<file path="src/rtl/bus_pkg.sv">
// Shared definitions for the processor data-bus controller: memory map,
// region encoding, STATUS word layout and the address decoder.
package bus_pkg;

  localparam int unsigned RAM_BYTES_LOG2 = 12;
  localparam logic [31:0] ADDR_LED       = 32'h0000_1000;
  localparam logic [31:0] ADDR_SW        = 32'h0000_1004;
  localparam logic [31:0] ADDR_FIFO      = 32'h0000_1008;
  localparam logic [31:0] ADDR_STATUS    = 32'h0000_100C;

  typedef enum logic [2:0] {
    RGN_RAM,
    RGN_LED,
    RGN_SW,
    RGN_FIFO,
    RGN_STATUS,
    RGN_NONE
  } region_e;

  // STATUS word bit positions
  localparam int unsigned ST_FULL    = 0;
  localparam int unsigned ST_EMPTY   = 1;
  localparam int unsigned ST_CNT_LSB = 2;
  localparam int unsigned ST_CNT_W   = 5;
  localparam int unsigned ST_OVF     = 8;

  // Map a byte address onto its bus region
  function automatic region_e decode_region(input logic [31:0] a);
    region_e r;
    if (a[31:RAM_BYTES_LOG2] == '0) r = RGN_RAM;
    else if (a == ADDR_LED)         r = RGN_LED;
    else if (a == ADDR_SW)          r = RGN_SW;
    else if (a == ADDR_FIFO)        r = RGN_FIFO;
    else if (a == ADDR_STATUS)      r = RGN_STATUS;
    else                            r = RGN_NONE;
    return r;
  endfunction

endpackage

</file>
<file path="src/rtl/sample_fifo.sv">
// Power-of-two circular FIFO for outgoing samples.
// Ports: clk, reset (async, active-low), push/wdata in, pop in,
//        head (current front word), full, empty, count.
// A push while full is accepted only if a pop happens in the same cycle.
module sample_fifo #(
  parameter int unsigned DEPTH = 8
) (
  input  logic                       clk,
  input  logic                       reset,
  input  logic                       push,
  input  logic [31:0]                wdata,
  input  logic                       pop,
  output logic [31:0]                head,
  output logic                       full,
  output logic                       empty,
  output logic [$clog2(DEPTH):0]     count
);

  localparam int unsigned AW = $clog2(DEPTH);
  localparam int unsigned CW = AW + 1;

  logic [31:0]   mem [DEPTH];
  logic [AW-1:0] wr_ptr;
  logic [AW-1:0] rd_ptr;
  logic          pop_ok;
  logic          push_ok;

  assign full    = (count == CW'(DEPTH));
  assign empty   = (count == '0);
  assign pop_ok  = pop && !empty;
  assign push_ok = push && (!full || pop_ok);
  assign head    = mem[rd_ptr];

  // Pointers wrap naturally because DEPTH is a power of two
  always_ff @(posedge clk or negedge reset) begin
    if (!reset) begin
      wr_ptr <= '0;
      rd_ptr <= '0;
      count  <= '0;
    end else begin
      if (push_ok) wr_ptr <= wr_ptr + AW'(1);
      if (pop_ok)  rd_ptr <= rd_ptr + AW'(1);
      case ({push_ok, pop_ok})
        2'b10:   count <= count + CW'(1);
        2'b01:   count <= count - CW'(1);
        default: count <= count;
      endcase
    end
  end

  // Storage array, no reset needed
  always_ff @(posedge clk) begin
    if (push_ok) mem[wr_ptr] <= wdata;
  end

endmodule

</file>
<file path="src/rtl/data_bus_ctrl.sv">
// Data-bus controller between a processor memory stage and its peripherals:
// external sync RAM, LED register, synchronized switches, an output sample
// FIFO and a STATUS register.
// Ports: clk, reset (async, active-low); processor side mem_we/addr/wdata/
//        rdata; RAM side ram_addr/ram_we/ram_wdata/ram_rdata; leds,
//        switches; sample stream out_valid/out_data/out_ready.
module data_bus_ctrl
  import bus_pkg::*;
#(
  parameter int unsigned FIFO_DEPTH = 8,
  parameter int unsigned RAM_AW     = 10
) (
  input  logic              clk,
  input  logic              reset,
  input  logic              mem_we,
  input  logic [31:0]       addr,
  input  logic [31:0]       wdata,
  output logic [31:0]       rdata,
  output logic [RAM_AW-1:0] ram_addr,
  output logic              ram_we,
  output logic [31:0]       ram_wdata,
  input  logic [31:0]       ram_rdata,
  output logic [7:0]        leds,
  input  logic [2:0]        switches,
  output logic              out_valid,
  output logic [31:0]       out_data,
  input  logic              out_ready
);

  localparam int unsigned CNT_W = $clog2(FIFO_DEPTH) + 1;

  region_e          region;
  region_e          sel_q;
  logic [31:0]      snap_d;
  logic [31:0]      snap_q;
  logic [31:0]      status_word;
  logic [2:0]       sw_meta;
  logic [2:0]       sw_sync;
  logic             overflow;
  logic             fifo_store;
  logic             fifo_pop;
  logic             fifo_full;
  logic             fifo_empty;
  logic [CNT_W-1:0] fifo_count;
  logic             ovf_set;
  logic             ovf_clr;

  assign region = decode_region(addr);

  // RAM port is a straight pass-through
  assign ram_addr  = addr[RAM_AW+1:2];
  assign ram_we    = mem_we && (region == RGN_RAM);
  assign ram_wdata = wdata;

  assign fifo_store = mem_we && (region == RGN_FIFO);
  assign fifo_pop   = out_valid && out_ready;
  assign out_valid  = !fifo_empty;
  assign ovf_set    = fifo_store && fifo_full && !fifo_pop;
  assign ovf_clr    = mem_we && (region == RGN_STATUS) && wdata[ST_OVF];

  sample_fifo #(.DEPTH(FIFO_DEPTH)) u_fifo (
    .clk   (clk),
    .reset (reset),
    .push  (fifo_store),
    .wdata (wdata),
    .pop   (fifo_pop),
    .head  (out_data),
    .full  (fifo_full),
    .empty (fifo_empty),
    .count (fifo_count)
  );

  // STATUS word assembly
  always_comb begin
    status_word                            = '0;
    status_word[ST_FULL]                   = fifo_full;
    status_word[ST_EMPTY]                  = fifo_empty;
    status_word[ST_CNT_LSB +: ST_CNT_W]    = ST_CNT_W'(fifo_count);
    status_word[ST_OVF]                    = overflow;
  end

  // Read snapshot uses pre-store register values
  always_comb begin
    snap_d = '0;
    case (region)
      RGN_LED:    snap_d = {24'h0, leds};
      RGN_SW:     snap_d = {29'h0, sw_sync};
      RGN_STATUS: snap_d = status_word;
      default:    snap_d = '0;
    endcase
  end

  // Registers: LEDs, overflow, switch synchronizer, read select/snapshot
  always_ff @(posedge clk or negedge reset) begin
    if (!reset) begin
      leds     <= '0;
      overflow <= 1'b0;
      sw_meta  <= '0;
      sw_sync  <= '0;
      sel_q    <= RGN_NONE;
      snap_q   <= '0;
    end else begin
      if (mem_we && (region == RGN_LED)) leds <= wdata[7:0];
      if (ovf_set)      overflow <= 1'b1;
      else if (ovf_clr) overflow <= 1'b0;
      sw_meta <= switches;
      sw_sync <= sw_meta;
      sel_q   <= region;
      snap_q  <= snap_d;
    end
  end

  // RAM data arrives one cycle after the address, aligned with sel_q
  assign rdata = (sel_q == RGN_RAM) ? ram_rdata : snap_q;

endmodule

</file>
<file path="config.mk">
export PLATFORM = sky130hd
export DESIGN_NAME = data_bus_ctrl
export DESIGN_NICKNAME = d
export VERILOG_FILES = /design/src/rtl/bus_pkg.sv /design/src/rtl/sample_fifo.sv /design/src/rtl/data_bus_ctrl.sv
export SDC_FILE = /design/constraint.sdc
export NUM_CORES = 1
export LEC_CHECK = 0
export CAP_MARGIN = 40
export CORE_UTILIZATION = 57
export DETAILED_ROUTE_END_ITERATION = 6
export DONT_BUFFER_PORTS = 1
export GPL_TIMING_DRIVEN = 0
export PLACE_DENSITY = 0.79
export SKIP_LAST_GASP = 1
export SLEW_MARGIN = 40
export SYNTH_ARGS = -nofsm -noshare
export SYNTH_HDL_FRONTEND = slang
export SYNTH_HIERARCHICAL = 1
export SYNTH_SLANG_ARGS = --single-unit
</file>
<file path="constraint.sdc">
create_clock -name clk -period 4.9 [get_ports clk]
set_clock_uncertainty 0.2 [all_clocks]
set_input_delay 0.98 -clock clk [delete_from_list [all_inputs] [get_ports clk]]
set_output_delay 0.98 -clock clk [all_outputs]
set_load 0.02 [all_outputs]
</file>
Word-level counts from Yosys, hierarchy flattened
Memories as Yosys holds them, arrays and structs flattened.
Cells that the tools add are included.
- memory bits (writable): 256
- word-level logic and storage cells: 57
- flip-flop bits (word level): 60
- input bits: 103
- output and inout bits: 116
- memories: 1
- equal/unequal tests: 11
- multiplexer cells: 12
- reductions and logical operators: 20
- add/subtract/negate cells: 4
- memory list (name ; depth ; bits a word ; rd ports ; clocked after memory_dff ; wr ports ; RTL line ; source):
    u_fifo.mem ; 8 ; 32 ; 1 ; 0 ; 1 ; sample_fifo.sv:22 ; logic [31:0] mem [DEPTH];
- operators by type and width (cell ; number):
    $eq A32 B13 Y1 const B ; 4
    $mux W32 ; 1
    $pmux W9 S3 ; 1
    $logic_not A20 Y1 ; 1
    $mux W3 ; 4
    $logic_and A1 B1 Y1 ; 10
    $pmux W4 S2 ; 1
    $add A3 B1 Y3 const B ; 2
    $eq A3 B2 Y1 const B ; 2
    $logic_not A3 Y1 ; 2
    $mux W1 ; 5
    $add A4 B1 Y4 const B ; 1
    $eq A4 B4 Y1 const B ; 1
    $logic_not A4 Y1 ; 1
    $reduce_bool A2 Y1 ; 2
    $sub A4 B1 Y4 const B ; 1
    $eq A3 B1 Y1 const B ; 1
    $eq A3 B3 Y1 const B ; 1
    $logic_not A1 Y1 ; 3
    $eq A2 B1 Y1 const B ; 1
    $eq A2 B2 Y1 const B ; 1
    $logic_or A1 B1 Y1 ; 1

Logic depth before layout (Yosys ltp)
- depth in word-level cells: 11
- mapped depth: 13
- depth with buffers taken out: 11

Cells and area by module
The synthesis kept the hierarchy.
- by module, submodules not included (module ; times used ; cells each ; seq. area each (µm²) ; area each (µm²)):
    sample_fifo ; 1 ; 441 ; 7937.6 ; 10316.1
    data_bus_ctrl ; 1 ; 177 ; 678.2 ; 1715.4

Worst setup path after synthesis
OpenSTA, ideal clock, no wires.
- path kind: input-to-reg
- from: input addr[26]
- to: memory u_fifo.mem[0][0], enable pin
- required time: 4.239 ns
- library setup time: 0.461 ns
- buffers on the path: 2
- setup slack: -0.546 ns
- stages on the path: 9
- arrival time: 4.785 ns
- cells stage by stage: nor4_1 nand4_1 or2_2 clkbuf_1 nor2_1 buf_2 o21a_1 nand2b_1 nor3_1
- cells in the longest elaborated chain, start to end: 11
- elaborated cells on any way between the ends: 15
- those cells by class: eq/ne (5); mux (7); reduce/logical (3)
- ends and longest elaborated chain (element ; RTL line ; source):
    from (decl) ; data_bus_ctrl.sv:16 ; input logic [31:0] addr,
    $eq A32 B13 Y1 ; bus_pkg.sv:34 ; else if (a == ADDR_STATUS) r = RGN_STATUS;
    $mux W1 ; bus_pkg.sv:34 ;
    $mux W3 ; bus_pkg.sv:33 ; else if (a == ADDR_FIFO) r = RGN_FIFO;
    $mux W3 ; bus_pkg.sv:32 ; else if (a == ADDR_SW) r = RGN_SW;
    $mux W3 ; bus_pkg.sv:31 ; else if (a == ADDR_LED) r = RGN_LED;
    $mux W3 * ; bus_pkg.sv:30 ; if (a[31:RAM_BYTES_LOG2] == '0) r = RGN_RAM;
    $eq A3 B2 Y1 * ; data_bus_ctrl.sv:55 ; assign fifo_store = mem_we && (region == RGN_FIFO);
    $logic_and A1 B1 Y1 * ; data_bus_ctrl.sv:55 ;
    named net fifo_store ; data_bus_ctrl.sv:40 ; logic fifo_store;
    $logic_and A1 B1 Y1 * ; sample_fifo.sv:31 ; assign push_ok = push && (!full || pop_ok);
    $mux W1 * ; sample_fifo.sv:53 ; if (push_ok) mem[wr_ptr] <= wdata;
    $mux W1 (implied by the code) * ; sample_fifo.sv:53 ;
    to (decl) ; sample_fifo.sv:22 ;
Mark *: on every way through the listed nets, which the timed path passes. The rest lies on a longest branch.

Worst setup path in the final report
- from: register u_fifo.rd_ptr[1]
- to: output out_data[25]
- cells in the longest elaborated chain, start to end: 1
- ends and longest elaborated chain (element ; RTL line ; source):
    from (decl) ; sample_fifo.sv:24 ; logic [AW-1:0] rd_ptr;
    from (signal assigned) ; sample_fifo.sv:42 ; if (pop_ok) rd_ptr <= rd_ptr + AW'(1);
    $mem_v2 Z8 W32 ; n/a ;
    to (decl) ; data_bus_ctrl.sv:26 ; output logic [31:0] out_data,
No other way between the ends.

==> key figures <==
Global routing
  – First-pass GRT wire length: between 30000 and 40000 um
  – Total gr overflow: 0
  – Largest net degree at the start of global routing: 36
  – Tot GR Track Use: a little under a quarter
  – Initial antenna violation count: 0
  – Vias in the first global route: 6264

Floorplan
  – Core box area: approximately 0.02 mm^2
  – Initial core utilization: between 50% and 60%
  – Die span in x: 147.3 um
  – # rows: 52
  – I/O pin cnt: between 200 and 250
  – Die height: about 150 um
  – Die area: around 0.022 mm^2

Logic synthesis
  – Synth async-reset ratio: 12.63%
  – Main synth FF type: edfxtp_1
  – Post-synthesis cell count: 618
  – Mean Syn Cell Area: 19.47 um^2
  – Post-synthesis register bit count: 293
  – Post-synthesis adder-cell area fraction: 0.5824%
  – Largest cells by area after synthesis: edfxtp_1 64%, mux4_2 10%, dfrtp_1 7.3%, mux2_2 4.7%, buf_4 2.6%
  – Compound-Gate Fraction of Synth Area: 1.009%
  – EDFF count, synth: about 260
  – Distinct cells, synth: 44
  – Post-synthesis sequential area ratio: 71.61%
  – Synth top area share: a little under two thirds
  – Simple logic cell fraction of the synthesized area: 4.576%
  – Syn_nets: a little over 700
  – Mapped cell area: ~0.012 mm^2
  – Multiplexer area fraction after synthesis: 17.57%
  – Synth Area in XOR/XNOR: 0.5096%
  – Leading area contributor after synthesis: edfxtp_1
  – Combinational family with the most area after synthesis: multiplexers
  – Synth warn: 6

Finish
  – Post-route design area: 0.01366 mm^2
  – Non-Filler Instances: 958
  – Fill count: between 1000 and 1500
  – Most frequent cells in the layout: 256 x edfxtp_1, 55 x mux4_2, 50 x mux2_2
  – Share of layout cells above drive strength 1: 34.01%
  – Area growth from synthesis to layout: 13.52%
  – Final #Nets: 778
  – Final core occ: 66.64%
  – Commonest non-fill, non-tap cell in the layout: edfxtp_1
  – N_diodes: 0

Worst setup path
  – Critical path endpoint category: output port
  – Depth of the most critical reg-to-reg path: 12
  – CP Data Arrival Time: roughly 2.6 ns
  – CP max FO: 10
  – Setup crit start kind: register
  – Crit path cell chain: buf_2 > buf_1 > mux4_2 > mux2_2
  – Critical path's slowest cell: buf_1
  – Max stage delay on crit path: 0.61 ns
  – CP required: 3.72 ns
  – CP Class: reg -> out

Clock tree
  – Clock Tree Root: clkbuf_16
  – TritonCTS Sinks: between 200 and 300
  – CTS tree: done
  – Inserted Clock Buffers: 30
  – Cts hold-fix bufs: 1
  – Cts repair resizes: 0
  – CTS Buffer Depth: 3
  – H-tree depth: 1
  – Postcts setup bufs: 0
  – Clk pin slew, worst setup/hold paths: approximately 0.070 ns
  – Clk Latency, worst-skew pair: 0.55 ns

Outcome
  – Status: complete, no violations

Power and ir drop
  – PwrDens: 494.7 mW/mm^2
  – Max IR drop VDD: 333.9 uV
  – Design Power: between 6 and 7 mW
  – Pleak: 4.661 nW

Placed design
  – Final Wtd Congestion: ~0.85
  – Hpwl dp: 16360 um
  – Post-Place Cell Area: roughly 0.013 mm^2
  – PortBufs: 0
  – Placement Setup Slack: 0.6115 ns
  – Inst Count DP: 907

STA
  – Fmax: 0.2618 GHz
  – Sum Neg Setup Slack: 0 ns
  – Final hold slack: 0.04817 ns
  – Fin crit period: 3.819 ns
  – Final Hold Viols: 0
  – Worst Tran Pin Value: 0.8288 ns
  – Crit share post-route: 77.94%
  – Relative slew slack: between 40 and 50%
  – RSZ-0062 raised after global routing: no
  – Final setup margin: 1.081 ns
  – Endpoints failing setup: 0
  – Final Slew Violations: 0

Routing
  – Vias post-DR: around 6000
  – DRC violations left: 0
  – Initial DRC Count: 598
  – WL per Instance: 26.41 um
  – Post-route antenna net violation count: 0
  – Via/cell ratio: 6.310
  – Drt pass-1 iters: 5
  – Routed WL: around 25000 um

Hold path
  – Worst min path class: in -> async

Run
  – Max-Cap Viols: 0
-- cell usage after synthesis (all sizes together) (7+ instances only) --
| cell type | instances |
|---|---|
| and2 | 25 |
| buf | 57 |
| clkbuf | 12 |
| dfrtp | 35 |
| edfxtp | 256 |
| inv | 7 |
| mux2 | 52 |
| mux4 | 64 |
| nand2 | 13 |
| nor2 | 22 |
| nor3 | 8 |
| nor4 | 7 |
-- per-layer routing --
layer / GRT usage, % / vias to the layer above / share of wire, %
li1: - / 2503 / -
met1: 31.49 / 3207 / 40
met2: 39.60 / 288 / 51
met3: 4.565 / 47 / 6.8
met4: 6.959 / 0 / 2.2
met5: 0 / - / 0
-- final timing paths --
kind | from | to | slack, ns
min reg2reg | sw_meta[1]$_DFF_PN0_ | sw_sync[1]$_DFF_PN0_ | 0.15
min in group clk | sw_meta[1]$_DFF_PN0_ | sw_sync[1]$_DFF_PN0_ | 0.15
max reg2reg | u_fifo/count[1]$_DFFE_PN0P_ | u_fifo/count[3]$_DFFE_PN0P_ | 1.42
max in group asynchronous | reset | u_fifo/wr_ptr[1]$_DFFE_PN0P_ | 4.25
min | reset | snap_q[4]$_DFF_PN0_ | 0.05
max | u_fifo/rd_ptr[1]$_DFFE_PN0N_ | out_data[25] | 1.08
-- sequential cells by signal, indices dropped and copies added (netlist names) --
| signal | flops |
|---|---|
| u_fifo/count | 4 |
| u_fifo/mem | 256 |
| u_fifo/rd_ptr | 3 |
| sw_meta | 3 |
| snap_q | 9 |
| u_fifo/wr_ptr | 3 |
| overflow | 1 |
| leds | 8 |
| sw_sync | 3 |
| sel_q | 3 |
-- critical path: cells and delay by family (launching register included) --
family / cells / cell delay, ns
buffers and inverters: 2 / 0.88
multiplexers: 2 / 0.80
flip-flops: 1 / 0.39
-- area by class of cell --
type / instances / area, um^2 / area share (%)
inverters: 7 / 26.28 / 0.1924
multi-input cells: 249 / 2985 / 21.86
repair buffers: 20 / 320.3 / 2.345
flip-flops and latches: 293 / 8616 / 63.08
plain buffers: 69 / 471.7 / 3.454
clock buffers: 39 / 794.5 / 5.817
clock inverters: 11 / 106.4 / 0.7787
well taps: 270 / 337.8 / 2.473
-- power breakdown --
group | switching (mW) | internal (mW)
sequential | 0.0394 | 2.75
combinational | 1.04 | 0.841
clock | 0.901 | 1.19
total | 1.98 | 4.78
-- kinds of logic (layout without fill, tap and decap cells) --
| kind of cell | after synthesis | count (layout) |
|---|---|---|
| AOI/OAI and AO/OA | 16 | 16 |
| muxes | 121 | 121 |
| adders and majority gates | 5 | 5 |
| xor gates and xnor gates | 7 | 7 |
| and+or+nand+nor | 100 | 100 |
| buffers and inverters | 76 | 146 |
| DFF | 293 | 293 |
Note: power is estimated with default switching activity, not from simulation.
